==> config.mk <==
export PLATFORM = sky130hd
export DESIGN_NAME = alu_mul_seq
export DESIGN_NICKNAME = d
export VERILOG_FILES = /design/src/rtl/alu_mul_seq.sv
export SDC_FILE = /design/constraint.sdc
export NUM_CORES = 1
export LEC_CHECK = 0
export ABC_AREA = 1
export BUFFER_PORTS_ARGS = -buffer_cell sky130_fd_sc_hd__buf_4
export CAP_MARGIN = 20
export CORE_MARGIN = 5
export CORE_UTILIZATION = 52
export DETAILED_ROUTE_END_ITERATION = 10
export PLACE_DENSITY = 0.86
export SETUP_SLACK_MARGIN = 0.15
export SYNTH_ARGS = -nofsm -noshare
export SYNTH_HDL_FRONTEND = slang
export SYNTH_SLANG_ARGS = --single-unit
==> constraint.sdc <==
create_clock -name Clk -period 1.3 [get_ports Clk]
set_input_delay 0.065 -clock Clk [delete_from_list [all_inputs] [get_ports Clk]]
set_output_delay 0.065 -clock Clk [all_outputs]
set_load 0.01 [all_outputs]
==> src/rtl/alu_mul_seq.sv <==
// alu_mul_seq -- sequential 8x8 shift-and-add multiplier that borrows a
// shared external ALU, one ALU operation per clock.
//
// Ports:
//   Clk      clock, all state updates on the rising edge
//   Reset    synchronous, active-high reset
//   Start    request pulse, only sampled while idle
//   MulA     multiplicand, captured when Start is accepted
//   MulB     multiplier, captured when Start is accepted
//   Busy     high in every state except idle
//   Done     one-cycle completion pulse
//   Product  low 8 bits of MulA*MulB, held until the next completion
//   AluA     shared ALU operand A
//   AluB     shared ALU operand B
//   AluOp    shared ALU opcode (kADD, kLSL, kLSR only)
//   AluOut   ALU result, combinational from this cycle's AluA/AluB/AluOp
//   AluZero  ALU zero flag for this cycle
//
// Build option:
//   ALU_SEQ_EARLY_EXIT_EN  finish as soon as the multiplier shifts to zero
//                          instead of always running eight iterations.

package alu_defs_pkg;
  localparam logic [2:0] kADD = 3'd0;
  localparam logic [2:0] kLSL = 3'd4;
  localparam logic [2:0] kLSR = 3'd5;
endpackage

module alu_mul_seq
  import alu_defs_pkg::*;
(
  input  logic       Clk,
  input  logic       Reset,
  input  logic       Start,
  input  logic [7:0] MulA,
  input  logic [7:0] MulB,
  output logic       Busy,
  output logic       Done,
  output logic [7:0] Product,
  output logic [7:0] AluA,
  output logic [7:0] AluB,
  output logic [2:0] AluOp,
  input  logic [7:0] AluOut,
  input  logic       AluZero
);

  localparam logic [2:0] st_idle = 3'd0;
  localparam logic [2:0] st_add  = 3'd1;
  localparam logic [2:0] st_shl  = 3'd2;
  localparam logic [2:0] st_shr  = 3'd3;
  localparam logic [2:0] st_done = 3'd4;

  logic [2:0] state;
  logic [2:0] state_nxt;
  logic [7:0] p;
  logic [7:0] m;
  logic [7:0] q;
  logic [2:0] cnt;
  logic       last_iter;

`ifdef ALU_SEQ_EARLY_EXIT_EN
  // In SHR the ALU output is the shifted multiplier, so the zero flag
  // says no set bits remain and further iterations cannot change P.
  assign last_iter = AluZero;
`else
  logic unused_alu_zero;
  assign unused_alu_zero = AluZero;
  assign last_iter       = (cnt == 3'd7);
`endif

  assign Busy = (state != st_idle);
  assign Done = (state == st_done);

  always_comb begin
    state_nxt = state;
    AluOp     = kADD;
    AluA      = '0;
    AluB      = '0;
    case (state)
      st_idle: if (Start) state_nxt = st_add;
      st_add: begin
        AluOp     = kADD;
        AluA      = p;
        AluB      = m;
        state_nxt = st_shl;
      end
      st_shl: begin
        AluOp     = kLSL;
        AluA      = m;
        state_nxt = st_shr;
      end
      st_shr: begin
        AluOp     = kLSR;
        AluA      = q;
        state_nxt = last_iter ? st_done : st_add;
      end
      st_done: state_nxt = st_idle;
      default: state_nxt = st_idle;
    endcase
  end

  always_ff @(posedge Clk) begin
    if (Reset) begin
      state   <= st_idle;
      p       <= '0;
      m       <= '0;
      q       <= '0;
      cnt     <= '0;
      Product <= '0;
    end else begin
      state <= state_nxt;
      case (state)
        st_idle: begin
          if (Start) begin
            m   <= MulA;
            q   <= MulB;
            p   <= '0;
            cnt <= '0;
          end
        end
        st_add: if (q[0]) p <= AluOut;
        st_shl: m <= AluOut;
        st_shr: begin
          q   <= AluOut;
          cnt <= cnt + 3'd1;
          // P is final once the last ADD has run, so Product is loaded on
          // the SHR->DONE edge and is already valid while Done is high.
          if (last_iter) Product <= p;
        end
        default: ;
      endcase
    end
  end

endmodule

==> results.json <==
{
  "cts_made_buffers": 5,
  "gp_congestion": 0.832,
  "path_cells": "buf_6 -> buf_6 -> nor2_4 -> nand3_4 -> buf_6 -> nand3b_1 -> nand2_1 -> nor2_1",
  "via_count": 2811,
  "route.layer.met1.wl_um": 3590,
  "seq_area_um2": 771,
  "switching_share_pct": 37.0,
  "clk_pin_slew_ps": 100,
  "ys_warn_count": 0,
  "core_area_um2": 3940,
  "power.total_mw": 3.95,
  "maxCapViolations": 0,
  "clock-root-buffer": "clkbuf_8",
  "worstPathRequired_ps": 1530,
  "cp-end-kind": "flip-flop",
  "io_buffers": 54,
  "nets": 426,
  "dr.pass1.iters": 7,
  "status": "finished, violations left",
  "multi_input_area_um2": 1370,
  "drc": 0,
  "grt_pass1_vias": 2523,
  "fin_ws_ps": -295,
  "highest_layer": "met4",
  "initial_core_util_pct": 52.5,
  "crit_slowest_cell": "dfxtp_2",
  "min_period_ps": 1600,
  "power.internal_mw": 2.49,
  "dp.cells": 408,
  "synthToLayoutAreaGrowth_pct": 64.8,
  "grt_remaining_overflow": 0,
  "ys_types": 25,
  "grt_pass1_wl_um": 12500,
  "n_antenna_cell": 0,
  "tns_ps": -6850,
  "drt-wirelength-per-cell_um": 22.7,
  "hp-class": "input port to flip-flop",
  "crit_path_frequent_cell": "buf_6",
  "share_comb_of_total_power_pct": 38.3,
  "r2r_cells": 8,
  "fmax_ghz": 0.627,
  "grt_setup_unrepaired": "yes",
  "yosysTopAreaCell": "dfxtp_1",
  "syn_area_per_cell_um2": 6.86,
  "setup_viol": 51,
  "r2r_end": "p[2]$_SDFFE_PP0P_",
  "fill_cells": 191,
  "cts_tree": "yes",
  "hold_depth": 5,
  "crit_fanout": 5,
  "hold_viol": 0,
  "wl_met3_um": 1150,
  "pre_cts_ws_ps": -17.8,
  "p_leak_nw": 1.64,
  "fp.dieArea_um2": 5340,
  "fin_skew_ps": 14.9,
  "syn-cell-area_um2": 2070,
  "synth_top_area_share_pct": 36.7,
  "max-clock-path-buffers": 2,
  "p_per_area_nw_per_um2": 1160,
  "ys_ff_latch": 38,
  "ioPinCount": 57,
  "period_share_pct": 123,
  "ant_nets": 0,
  "rows": 23,
  "grt_antenna_before_repair": 0,
  "ys_seq_area_share_pct": 36.7,
  "grtUsageTotal_pct": 30.5,
  "wl_um": 10100,
  "wl_met2_um": 4520,
  "htreeDepth": 2,
  "r2r_start": "state[0]$_SDFFE_PP0P_",
  "p_sw_mw": 1.46,
  "worstSetupStartpointType": "flip-flop",
  "utilization_pct": 86.5,
  "critPathKind": "flip-flop to flip-flop",
  "ir_drop_uv": 811,
  "reg2reg_slack_ps": -300,
  "drive_above_1_share_pct": 46.1,
  "drt-initial-drc-count": 350,
  "die_y_um": 73.1,
  "via_per_inst": 6.29,
  "yosys-top-cells-area": "dfxtp_1 37%, nor2_1 14%, nand2_1 11%, inv_1 5.1%, buf_6 4.9%",
  "die_w_um": 73.1,
  "hold-path-endpoint": "m[7]$_SDFFE_PP0P_",
  "grt_max_degree": 33,
  "syn_inst": 302,
  "failed_checks": "negative setup slack",
  "p_seq_share_pct": 34.5,
  "stdcell_count": 447,
  "hp-start": "MulA[7]",
  "maxSlewViolCount": 0,
  "synthesis.nets": 332,
  "cp_slowest_stage_delay_ps": 350,
  "place_hpwl_um": 3840,
  "cp.arrival_ps": 1830,
  "clockPowerShare_pct": 27.2,
  "clkLatencyLatePin_ps": 310,
  "cts_sinks": 38
}
==> layer usage <==
| layer | up-vias | GRT usage, % |
|---|---|---|
| met5 | - | 0 |
| met4 | 0 | 20.1 |
| met3 | 96 | 7.58 |
| met2 | 282 | 47.7 |
| met1 | 1283 | 36.7 |
| li1 | 1150 | - |
==> worst max-delay path by stage <==
| stage | from | end | slack, ps | depth (start not counted) |
|---|---|---|---|---|
| finish | state[0]$_SDFFE_PP0P_ | p[2]$_SDFFE_PP0P_ | -300 | 8 |
| global route | state[0]$_SDFFE_PP0P_ | p[2]$_SDFFE_PP0P_ | -360 | 8 |
| CTS | state[0]$_SDFFE_PP0P_ | AluA[0] | -150 | 6 |
| detailed placement | state[1]$_SDFFE_PP0P_ | AluA[6] | -20 | 5 |
| global placement | state[1]$_SDFFE_PP0P_ | AluA[6] | 30 | 5 |
| floorplan | cnt[0]$_SDFFE_PP0P_ | Product[0]$_SDFFE_PP0P_ | 160 | 7 |
==> worst max-delay path: cells and delay by family (launching register included) <==
family / cells / cell delay, ps
AND/OR/NAND/NOR: 5 / 740
buffers and inverters: 3 / 430
flip-flops: 1 / 350
==> synth_stat cells, drive strengths merged <==
cell type and number:
ha 2, nand2 62, inv 34, nor3 2, o221ai 8, dfxtp 38, conb 1, nand4 1
nand3b 3, buf 14, clkbuf 2, a21oi 8, o21ai 26, nand3 22, nor2 78, o211ai 1
==> state kept, by name (all words and copies together), names as in the netlist <==
| name | cells |
|---|---|
| q | 8 |
| state | 3 |
| Product | 8 |
| m | 8 |
| p | 8 |
| cnt | 3 |
==> cells by family (layout without fill, tap and decap cells) <==
| family | after synthesis | after routing | synth area share, % |
|---|---|---|---|
| flops | 38 | 38 | 36.7 |
| buf+inv | 50 | 143 | 13.0 |
| other cells | 1 | 1 | 0.181 |
| fa+ha+maj | 2 | 2 | 1.21 |
| simple gates | 168 | 170 | 36.1 |
| compound gates | 43 | 43 | 12.7 |
==> power groups by stage <==
stage	combinational [mW]	clock [mW]	sequential, mW
final	1.51	1.08	1.36
after CTS	1.10	1.01	1.34
after floorplan	0.607	0	1.34
after global placement	0.852	0	1.35
after global routing	1.58	1.09	1.37
after detailed placement	0.873	0	1.36
==> area by class of cell <==
cell class / instances / area share, %
clock buffers: 6 / 2.13
clock inverters: 2 / 1.10
inverters: 34 / 4.55
multi-input cells: 216 / 40.0
flip-flops and latches: 38 / 22.6
well taps: 50 / 1.83
repair buffers: 101 / 27.8
==> per-stage QoR <==
stage | instance area [um^2] | hold slack [ps]
after floorplan | 2070 | 134
after global placement | 2570 | 277
after detailed placement | 2570 | 280
after CTS | 3070 | 89.0
after global routing | 3410 | 108
final | 3410 | 92.8
==> what timing repair did <==
action | 4_1_cts | 5_1_grt
pin swaps | 19 | 23
hold buffers | 1 | 0
endpoints found under the setup margin | 56 | 58
resized for setup | 52 | 66
buffers inserted | 17 | 8
gates cloned | 4 | 1
hold endpoints to repair | 4 | 0
==> cell usage in the layout (no fill, tap or decap), types with 2 or more instances in the layout <==
cell,count
inv_8,2
o21ai_2,7
nand3_4,6
nand3_1,9
inv_4,3
dfxtp_2,2
buf_4,71
nand3b_1,3
inv_1,26
buf_6,21
o21ai_1,14
nor2_2,11
inv_2,2
o21ai_0,3
nand2_4,5
a21oi_2,3
ha_1,2
nor3_1,2
nor2_4,7
a21oi_1,5
o21ai_4,2
dfxtp_1,34
nor2_1,60
o221ai_2,6
nand2_2,5
nand2_1,53
dfxtp_4,2
clkbuf_8,5
o221ai_4,2
buf_12,5
nand3_2,8
(Power assumes the default switching activity.)
